File: config.mk
export PLATFORM = sky130hd
export DESIGN_NAME = pdm_cic_decimator
export DESIGN_NICKNAME = d
export VERILOG_FILES = /design/src/rtl/pdm_cic_decimator.sv
export SDC_FILE = /design/constraint.sdc
export NUM_CORES = 1
export LEC_CHECK = 0
export CORE_UTILIZATION = 25
export DETAILED_ROUTE_END_ITERATION = 7
export GPL_ROUTABILITY_DRIVEN = 0
export GPL_TIMING_DRIVEN = 1
export PLACE_DENSITY_LB_ADDON = 0.08
export SLEW_MARGIN = 25
export SYNTH_ARGS = -nofsm -noshare
export SYNTH_HDL_FRONTEND = slang
export SYNTH_SLANG_ARGS = --single-unit
File: constraint.sdc
create_clock -name clk -period 13.2 [get_ports clk]
set_clock_uncertainty 0.15 [all_clocks]
set_input_delay 2.64 -clock clk [delete_from_list [all_inputs] [get_ports clk]]
set_output_delay 2.64 -clock clk [all_outputs]
set_load 0.1 [all_outputs]
File: src/rtl/pdm_cic_decimator.sv
// -----------------------------------------------------------------------------
// pdm_cic_decimator
//   Third-order CIC (sinc3) decimator that turns a strobed 1-bit PDM stream
//   into 16-bit signed PCM. Differential delay 1, decimation ratio R = 2**LOG2R.
//   Everything runs in the clk domain; PDM bits arrive as pdm_valid strobes.
//
// Ports
//   clk        system clock
//   rst        synchronous reset, active high (priority over ce)
//   ce         clock enable; low freezes all state
//   pdm_i      PDM data bit, taken when ce && pdm_valid
//   pdm_valid  one-cycle strobe per PDM sample
//   pcm_o      signed PCM result, held between updates
//   pcm_valid  one-cycle pulse when pcm_o carries a new settled result
//   sat_o      pulses together with pcm_valid when the result was clipped
// -----------------------------------------------------------------------------
module pdm_cic_decimator #(
    parameter int unsigned LOG2R = 6,
    parameter int unsigned SHIFT = 3
) (
    input  logic               clk,
    input  logic               rst,
    input  logic               ce,
    input  logic               pdm_i,
    input  logic               pdm_valid,
    output logic signed [15:0] pcm_o,
    output logic               pcm_valid,
    output logic               sat_o
);

    // Integrator/comb width is tied to the filter gain R**3 plus sign and
    // headroom; it is derived rather than overridable.
    localparam int unsigned ACC_W = 3 * LOG2R + 2;

    localparam logic signed [ACC_W-1:0] PCM_MAX = ACC_W'(32767);
    localparam logic signed [ACC_W-1:0] PCM_MIN = ACC_W'(-32768);

    // The first two comb outputs after reset see partially filled delays.
    typedef enum logic [1:0] {
        ST_WAIT1,
        ST_WAIT2,
        ST_RUN
    } settle_e;

    settle_e                  settle_q, settle_d;

    logic signed [ACC_W-1:0]  i1_q, i1_d;
    logic signed [ACC_W-1:0]  i2_q, i2_d;
    logic signed [ACC_W-1:0]  i3_q, i3_d;
    logic signed [ACC_W-1:0]  d1_q, d1_d;
    logic signed [ACC_W-1:0]  d2_q, d2_d;
    logic signed [ACC_W-1:0]  d3_q, d3_d;
    logic [LOG2R-1:0]         dcnt_q, dcnt_d;
    logic                     tick_q, tick_d;
    logic signed [15:0]       pcm_q, pcm_d;
    logic                     valid_q, valid_d;
    logic                     sat_q, sat_d;

    logic signed [ACC_W-1:0]  x;
    logic signed [ACC_W-1:0]  c1, c2, c3;
    logic signed [ACC_W-1:0]  y;
    logic signed [15:0]       y_sat;
    logic                     clip;

    // Datapath: input mapping, comb chain and output saturation.
    always_comb begin
        x  = pdm_i ? ACC_W'(1) : '1;

        c1 = i3_q - d1_q;
        c2 = c1 - d2_q;
        c3 = c2 - d3_q;
        y  = c3 >>> SHIFT;

        if (y > PCM_MAX) begin
            y_sat = 16'sh7fff;
            clip  = 1'b1;
        end else if (y < PCM_MIN) begin
            y_sat = 16'sh8000;
            clip  = 1'b1;
        end else begin
            y_sat = y[15:0];
            clip  = 1'b0;
        end
    end

    // Next state assuming ce=1; the register block applies ce as a freeze.
    always_comb begin
        i1_d    = i1_q;
        i2_d    = i2_q;
        i3_d    = i3_q;
        d1_d    = d1_q;
        d2_d    = d2_q;
        d3_d    = d3_q;
        dcnt_d  = dcnt_q;
        tick_d  = 1'b0;
        pcm_d   = pcm_q;
        valid_d = 1'b0;
        sat_d   = 1'b0;

        if (pdm_valid) begin
            i1_d   = i1_q + x;
            i2_d   = i2_q + i1_d;
            i3_d   = i3_q + i2_d;
            dcnt_d = dcnt_q + 1'b1;
            tick_d = (dcnt_q == '1);
        end

        // The comb reads the pre-update I3: that is the value after the
        // R-th sample even if another sample is accepted this cycle.
        if (tick_q) begin
            d1_d    = i3_q;
            d2_d    = c1;
            d3_d    = c2;
            pcm_d   = y_sat;
            valid_d = (settle_q == ST_RUN);
            sat_d   = (settle_q == ST_RUN) && clip;
        end
    end

    always_comb begin
        settle_d = settle_q;
        if (tick_q) begin
            case (settle_q)
                ST_WAIT1: settle_d = ST_WAIT2;
                ST_WAIT2: settle_d = ST_RUN;
                ST_RUN:   settle_d = ST_RUN;
                default:  settle_d = ST_WAIT1;
            endcase
        end
    end

    // With ce low nothing advances, so a pending tick (or an undelivered
    // valid pulse) simply waits for the next enabled cycle.
    always_ff @(posedge clk) begin
        if (rst) begin
            i1_q     <= '0;
            i2_q     <= '0;
            i3_q     <= '0;
            d1_q     <= '0;
            d2_q     <= '0;
            d3_q     <= '0;
            dcnt_q   <= '0;
            tick_q   <= 1'b0;
            pcm_q    <= '0;
            valid_q  <= 1'b0;
            sat_q    <= 1'b0;
            settle_q <= ST_WAIT1;
        end else if (ce) begin
            i1_q     <= i1_d;
            i2_q     <= i2_d;
            i3_q     <= i3_d;
            d1_q     <= d1_d;
            d2_q     <= d2_d;
            d3_q     <= d3_d;
            dcnt_q   <= dcnt_d;
            tick_q   <= tick_d;
            pcm_q    <= pcm_d;
            valid_q  <= valid_d;
            sat_q    <= sat_d;
            settle_q <= settle_d;
        end
    end

    // A held valid pulse must not show while ce is low; it appears on the
    // first enabled cycle and is consumed by that cycle's edge.
    assign pcm_o     = pcm_q;
    assign pcm_valid = valid_q & ce;
    assign sat_o     = sat_q & ce;

endmodule
==> results of run 1 <==
-- cell type report --
cell class / instances / area (µm²) / area share (%)
clock buffers: 20 / 446.7 / 3.882
clock inverters: 11 / 105.1 / 0.9133
inverters: 92 / 345.3 / 3.001
multi-input cells: 1046 / 6755 / 58.70
flip-flops and latches: 147 / 2943 / 25.57
well taps: 525 / 656.9 / 5.708
repair buffers: 27 / 255.2 / 2.218
-- per-stage QoR --
stage	util [%]	hold slack, ns	instances	area, µm²
6_report	28.76	0.2975	1868	11510
5_1_grt	28.76	0.3152	1868	11510
4_1_cts	28.75	0.3021	1868	11500
3_5_place_dp	27.37	0.2924	1837	10950
3_3_place_gp	27.37	0.2918	1837	10950
2_1_floorplan	-	0.2824	1334	10210
-- path summary, 6_finish.rpt --
| check | start | end | slack, ns | depth (start not counted) |
|---|---|---|---|---|
| worst max-delay path | pdm_i | i3_q[19] | 4.62 | 27 |
| worst min-delay path | pcm_o[2] | pcm_o[2] | 0.30 | 2 |
| worst max register to register | i3_q[0] | pcm_o[5] | 6.73 | 26 |
| worst min register to register | pcm_o[2] | pcm_o[2] | 0.30 | 2 |
-- kinds of logic after synthesis --
group,share of synthesized area [%]
simple gates,19.08
fa+ha+maj,15.07
buf+inv,5.183
xor+xnor,9.619
flops,28.82
compound gates,21.93
mux,0.2941
-- metal layers --
layer	vias up	part of all wire, %	track usage [%]	wire length, µm
li1	4592	-	-	-
met5	-	0	0	0
met3	22	2.2	2.455	547
met2	59	46	21.79	11660
met1	3768	50	16.44	12640
met4	0	1.7	4.184	417
-- worst min-delay path, stage by stage (launching register included) --
cell and delay [ns]:
dfxtp_1 0.31, nand2_1 0.05, o21ai_1 0.05
-- registers in the layout, indices dropped and copies added, names as in the netlist --
register	flops
settle_q	2
i1_q	20
i3_q	20
tick_q	1
sat_q	1
pcm_o	16
valid_q	1
i2_q	20
d2_q	20
d1_q	20
d3_q	20
dcnt_q	6
-- Yosys cell counts (2+ instances only) --
cell type,instances,share of area (%)
a211oi_1,20,1.5
nor2_1,86,3.2
dfxtp_1,147,29
o21a_1,18,1.3
and3_1,8,0.49
or3_1,12,0.74
nand4_1,4,0.25
nor2b_1,14,0.86
o21ai_0,31,1.5
ha_1,115,14
or2_2,2,0.12
buf_1,4,0.15
xnor2_1,75,6.4
mux2i_1,3,0.29
o21ba_1,3,0.29
o2111ai_1,2,0.17
a21boi_1,4,0.29
a221oi_1,2,0.17
o21bai_1,9,0.66
nand2b_1,13,0.80
and2_1,5,0.31
o22ai_1,3,0.18
nor3_1,23,1.1
nand3b_1,2,0.15
a22o_1,2,0.17
a21oi_1,171,8.4
nor4b_1,3,0.26
a311oi_1,2,0.17
a21o_1,25,1.8
a31oi_1,15,0.92
nand3_1,19,0.93
nand2_1,252,9.3
xor2_1,29,2.5
a211o_1,5,0.43
o31a_1,2,0.17
a221o_1,8,0.78
clkbuf_1,45,1.7
o31ai_1,3,0.22
fa_1,5,0.98
nor4_1,5,0.31
inv_1,90,3.3
o21ai_1,19,0.93
o211ai_1,3,0.22
==> results.json, run 1 <==
{
  "async_flop_share_pct": 0,
  "setup-tns-final_ns": 0,
  "gr-total-overflow": 0,
  "io_buffers": 22,
  "cts-hold-fix-buffers": 0,
  "rsz0062_at_grt": "false",
  "crit_type": "in2reg",
  "syn_inst": 1334,
  "cp.required_ns": 13.38,
  "cts_made_buffers": 17,
  "crit_family": "compound AO/OA/AOI/OAI gates",
  "drv_slew": 0,
  "die_w_um": 204.1,
  "grt_pass1_wl_mm": 42.83,
  "hold_class": "reg2reg",
  "grt_usage_pct": 12.92,
  "vias": 8441,
  "slew_headroom_pct": 33.11,
  "clock_path_buffers": 2,
  "cts_num_sinks": 147,
  "syn2layout_area_growth_pct": 12.69,
  "hold_viol": 0,
  "core-area_um2": 40010,
  "grt_pass1_vias": 8283,
  "drtAntennaViolNets": 0,
  "setup.worst_path.start_class": "primary input",
  "synth-seq-cells": 147,
  "cp.arrival_ns": 8.76,
  "finalWorstSetupSlack_ns": 4.621,
  "wirelength_mm": 25.26,
  "start_util_pct": 25.52,
  "post_cts_resized": 0,
  "vias_per_cell": 4.519,
  "wl_per_cell_um": 13.52,
  "fp.dieArea_um2": 41660,
  "synth_flop_cell": "dfxtp_1",
  "syn_nets": 1459,
  "cts_tree": "done",
  "grt_antenna_before_repair": 0,
  "status": "complete, no violations",
  "firstDrtPassIters": 4,
  "worst_pin_slew_ns": 1.000,
  "ys_seq_area_share_pct": 28.82,
  "final_nets": 1456,
  "drtIter0Drc": 333,
  "clk_latency_ns": 0.44,
  "dp_slack_ns": 4.127,
  "h-tree-depth": 4,
  "final_cell_mix": "nand2_1 (250), a21oi_1 (171), dfxtp_1 (147)",
  "setup_viol": 0,
  "path_buf_inv": 2,
  "crit_fanout": 24,
  "synth_warnings": 0,
  "crit_path_max_incr_delay_ns": 0.66,
  "ios": 23,
  "clk_pin_slew_ns": 0.07,
  "postCtsSetupBuffers": 0,
  "ys_types": 69,
  "synth_edf_count": 0,
  "syn_area_um2": 10210,
  "maxCapViolCount": 0,
  "fmax_mhz": 116.6,
  "grt_max_degree": 70,
  "crit_slowest_cell": "inv_1",
  "synth.avg_cell_area_um2": 7.654,
  "fill_cells": 4387,
  "final.period_utilization_pct": 64.99,
  "die_h_um": 204.1,
  "final_common_cell": "nand2_1",
  "cts_root_buf": "clkbuf_16",
  "post-route-drc-count": 0,
  "diodes": 0,
  "dp_hpwl_mm": 17.68,
  "cp-end-kind": "register",
  "row_count": 73,
  "period_minus_slack_ns": 8.579,
  "drive_above_1_share_pct": 3.872
}
Power of run 1 is not shown: default switching activity piles up to over one toggle a cycle in this logic, so the estimate is an artifact.
==> run 2: changes to the inputs <==
- clock period: 13.2 -> 8.3 ns (I/O delays scaled with it)
==> results.json, run 2 (synthesis gave the netlist of run 1 again) <==
{
  "grt_pass1_vias": 8204,
  "grt_pass1_wl_mm": 41.81,
  "setup.worst_path.start_class": "primary input",
  "clock_path_buffers": 2,
  "worstReg2RegStart": "i3_q[0]",
  "hold_depth": 2,
  "syn2layout_area_growth_pct": 13.65,
  "final.period_utilization_pct": 86.59,
  "diodes": 0,
  "drtAntennaViolNets": 0,
  "row_count": 73,
  "drtIter0Drc": 304,
  "cts_tree": "done",
  "start_util_pct": 25.52,
  "fmax_mhz": 139.1,
  "cts-hold-fix-buffers": 0,
  "final_cell_mix": "nand2_1 (250), a21oi_1 (171), dfxtp_1 (147)",
  "cts_made_buffers": 17,
  "setup-tns-final_ns": 0,
  "final_common_cell": "nand2_1",
  "wl_met2_mm": 11.87,
  "wl_per_cell_um": 13.29,
  "ios": 23,
  "cts_root_buf": "clkbuf_16",
  "r2r_end": "pcm_o[3]",
  "critPathLaunch": "pdm_i",
  "firstDrtPassIters": 6,
  "dp_hpwl_mm": 17.72,
  "core-area_um2": 40010,
  "clk_pin_slew_ns": 0.06,
  "cp-end-kind": "register",
  "met3_length_um": 513,
  "vias": 8410,
  "hold_end": "pcm_o[0]",
  "drive_above_1_share_pct": 4.232,
  "io_buffers": 22,
  "post_cts_resized": 0,
  "crit_fanout": 21,
  "hold_path_startpoint": "pcm_o[0]",
  "fp.dieArea_um2": 41660,
  "rsz0062_at_grt": "false",
  "wirelength_mm": 24.88,
  "vias_per_cell": 4.493,
  "reg2regPathDepth": 27,
  "period_minus_slack_ns": 7.187,
  "h-tree-depth": 4,
  "ff2ff_setup_slack_ns": 1.94,
  "hold_class": "reg2reg",
  "hold_viol": 0,
  "drv_slew": 0,
  "post-route-drc-count": 0,
  "highest_layer": "met4",
  "slew_headroom_pct": 32.93,
  "grt_max_degree": 73,
  "grt_antenna_before_repair": 0,
  "status": "complete, no violations",
  "grt_usage_pct": 12.64,
  "die_w_um": 204.1,
  "cts_num_sinks": 147,
  "maxCapViolCount": 0,
  "crit_type": "in2reg",
  "fill_cells": 4372,
  "cp.arrival_ns": 7.38,
  "final_nets": 1459,
  "gr-total-overflow": 0,
  "postCtsSetupBuffers": 0,
  "die_h_um": 204.1,
  "drt-met1-wl_mm": 12.23,
  "cp.required_ns": 8.49,
  "setup_viol": 0,
  "clk_latency_ns": 0.45,
  "worst_pin_slew_ns": 1.003
}
-- run 2: cell types whose count changed in the layout (fill, tap and decap cells not counted), sizes merged --
| cell | before | now |
|---|---|---|
| inv | 93 | 91 |
| clkinv | 5 | 9 |
| buf | 6 | 9 |
| bufinv | 1 | 4 |
| clkbuf | 20 | 19 |
| clkinvlp | 4 | 1 |
-- run 2: worst max-delay path by stage --
| stage | endpoint |
|---|---|
| after floorplan | i3_q[19] |
| after global placement | i3_q[19] |
| after detailed placement | i3_q[19] |
| after CTS | i3_q[19] |
| after global routing | i3_q[19] |
| final | i3_q[19] |
-- run 2: worst max-delay path: stages --
cell	delay (ns)
clkdlybuf4s50_1	0.50
inv_1	0.10
buf_4	0.22
ha_1	0.36
a21boi_1	0.25
o21a_1	0.17
o21ai_1	0.09
a211oi_1	0.28
o21ai_0	0.16
a221oi_1	0.43
ha_1	0.37
nor2b_1	0.16
nor2_1	0.16
nand2_1	0.08
a21oi_1	0.23
xnor2_1	0.18
ha_1	0.31
or3_1	0.35
o21ai_0	0.13
a311oi_1	0.12
o31ai_1	0.33
nand2b_1	0.09
a21oi_1	0.18
xnor2_1	0.16
a21oi_1	0.09
a31o_1	0.21
-- run 2: cell type report --
| class | instances | area (µm²) | area share [%] |
|---|---|---|---|
| multi-input combinational | 1046 | 6746 | 58.13 |
| tap | 525 | 656.9 | 5.660 |
| inverter | 92 | 345.3 | 2.976 |
| timing repair buffer | 30 | 277.8 | 2.394 |
| sequential | 147 | 2943 | 25.36 |
| clock buffer | 19 | 452.9 | 3.903 |
| clock inverter | 13 | 182.7 | 1.574 |
-- run 2: metrics by stage --
| stage | instances | utilization [%] | setup slack (ns) | instance area, µm² | hold slack, ns |
|---|---|---|---|---|---|
| 2_1_floorplan | 1334 | - | 1.499 | 10210 | 0.2824 |
| 3_3_place_gp | 1840 | 27.42 | 0.7615 | 10970 | 0.2917 |
| 3_5_place_dp | 1840 | 27.42 | 0.6942 | 10970 | 0.2912 |
| 4_1_cts | 1872 | 29.01 | 1.172 | 11600 | 0.3006 |
| 5_1_grt | 1872 | 29.01 | 0.5439 | 11600 | 0.3143 |
| 6_report | 1872 | 29.01 | 1.113 | 11600 | 0.2955 |
-- run 2: routing by layer --
layer / GRT usage (%) / vias to the layer above
met5: 0 / -
met4: 3.785 / 0
met3: 2.695 / 17
met2: 21.80 / 59
met1: 15.61 / 3736
li1: - / 4598
Power of run 2 is left out for the same reason.
==> run 3: changes to the inputs <==
- CAP_MARGIN: default -> 20
- GPL_TIMING_DRIVEN: 1 -> 0
==> results.json, run 3 (synthesis gave the netlist of run 1 again) <==
{
  "status": "complete, no violations",
  "drtIter0Drc": 340,
  "start_util_pct": 25.52,
  "worstReg2RegStart": "i3_q[0]",
  "wl_per_cell_um": 16.13,
  "r2r_end": "pcm_o[8]",
  "ios": 23,
  "slew_headroom_pct": 33.91,
  "final_cell_mix": "nand2_1 (252), a21oi_1 (171), dfxtp_1 (147)",
  "grt_antenna_before_repair": 0,
  "final.period_utilization_pct": 90.98,
  "cp.required_ns": 8.49,
  "die_w_um": 204.1,
  "h-tree-depth": 4,
  "clock_path_buffers": 2,
  "crit_slowest_cell": "or3_1",
  "worst_pin_slew_ns": 0.9883,
  "drtAntennaViolNets": 0,
  "hold_end": "d1_q[8]",
  "grt_max_degree": 25,
  "clk_latency_ns": 0.45,
  "diodes": 0,
  "crit_path_max_incr_delay_ns": 0.44,
  "crit_type": "in2reg",
  "hold_viol": 0,
  "setup.worst_path.start_class": "primary input",
  "rsz0062_at_grt": "false",
  "cts_tree": "done",
  "reg2regPathDepth": 26,
  "crit_family": "compound AO/OA/AOI/OAI gates",
  "row_count": 73,
  "dp_hpwl_mm": 24.10,
  "clk_pin_slew_ns": 0.07,
  "hold_path_startpoint": "d1_q[8]",
  "die_h_um": 204.1,
  "crit_fanout": 7,
  "setup_viol": 0,
  "cts-hold-fix-buffers": 0,
  "seq_area_um2": 2943,
  "gr-total-overflow": 0,
  "cts_root_buf": "clkbuf_16",
  "fill_cells": 4374,
  "final_common_cell": "nand2_1",
  "vias_per_cell": 4.639,
  "wirelength_mm": 30.91,
  "grt_pass1_vias": 8819,
  "fp.dieArea_um2": 41660,
  "firstDrtPassIters": 4,
  "place_area_um2": 11090,
  "drv_slew": 0,
  "cts_num_sinks": 147,
  "cp.arrival_ns": 7.74,
  "path_buf_inv": 3,
  "io_buffers": 22,
  "fmax_mhz": 132.4,
  "drive_above_1_share_pct": 3.379,
  "cts_made_buffers": 17,
  "maxCapViolCount": 0,
  "hold_class": "reg2reg",
  "multi_input_area_um2": 6739,
  "period_minus_slack_ns": 7.551,
  "core-area_um2": 40010,
  "post-route-drc-count": 0,
  "ff2ff_setup_slack_ns": 1.56,
  "grt_usage_pct": 15.57,
  "cp-end-kind": "register",
  "grt_pass1_wl_mm": 49.27,
  "hold_depth": 2,
  "vias": 8888,
  "final_nets": 1504,
  "syn2layout_area_growth_pct": 15.16,
  "postLayoutCellArea_um2": 11760
}
==> run 3: cell count changes in the layout (fill, tap and decap cells not counted), moves of 2 or more <==
cell / before / now
nand2_1: 250 / 252
and2_2: 2 / 0
buf_4: 9 / 3
buf_1: 0 / 4
clkinvlp_4: 1 / 5
inv_6: 0 / 2
clkbuf_1: 0 / 46
nand2_2: 2 / 0
clkbuf_8: 2 / 0
clkinv_4: 4 / 0
clkinv_2: 4 / 2
==> run 3: layer usage <==
metal	GRT usage (%)	up-vias	share of wire, %
li1	-	4699	-
met4	4.051	0	1.3
met3	2.806	25	2.8
met2	27.55	86	49
met5	0	-	0
met1	19.23	4078	47
==> run 3: tightest hold or removal path: stages (launching register included) <==
cell and delay (ns):
dfxtp_1 0.31, nand2_1 0.05, a21oi_1 0.05
==> run 3: what timing repair did <==
| item | 4_1_cts | 5_1_grt |
|---|---|---|
| setup endpoints to repair | 0 | 2 |
| setup buffers | 0 | 3 |
| resized for setup | 0 | 2 |
==> run 3: worst max-delay path by stage <==
stage / start / to / slack (ns) / cells after the start
6_report: pdm_i / i3_q[19] / 0.75 / 28
5_1_grt: pdm_i / i3_q[19] / 0.22 / 28
4_1_cts: pdm_i / i3_q[19] / 0.19 / 28
3_5_place_dp: pdm_i / i3_q[19] / -0.28 / 28
3_3_place_gp: pdm_i / i3_q[19] / -0.26 / 28
2_1_floorplan: pdm_i / i3_q[19] / 1.50 / 27
==> run 3: stage by stage <==
stage               cells  utilization, %  hold WS (ns)  setup slack (ns)  setup TNS [ns]
floorplan            1334               -        0.2824             1.499               0
global placement     1881           27.72        0.2922           -0.2637         -0.3614
detailed placement   1881           27.72        0.2965           -0.2754         -0.3768
CTS                  1912           29.31        0.3059            0.1917               0
global route         1916           29.39        0.3188            0.2166               0
finish               1916           29.39        0.3027            0.7490               0
==> run 3: layout make-up <==
class,instances,area share (%)
multi-input combinational,1046,57.31
sequential,147,25.03
tap,525,5.586
clock buffer,18,3.650
inverter,92,2.969
timing repair buffer,25,2.086
clock inverter,13,1.766
buffer,49,1.564
timing repair inverter,1,0.04256
Power of run 3 is left out for the same reason.
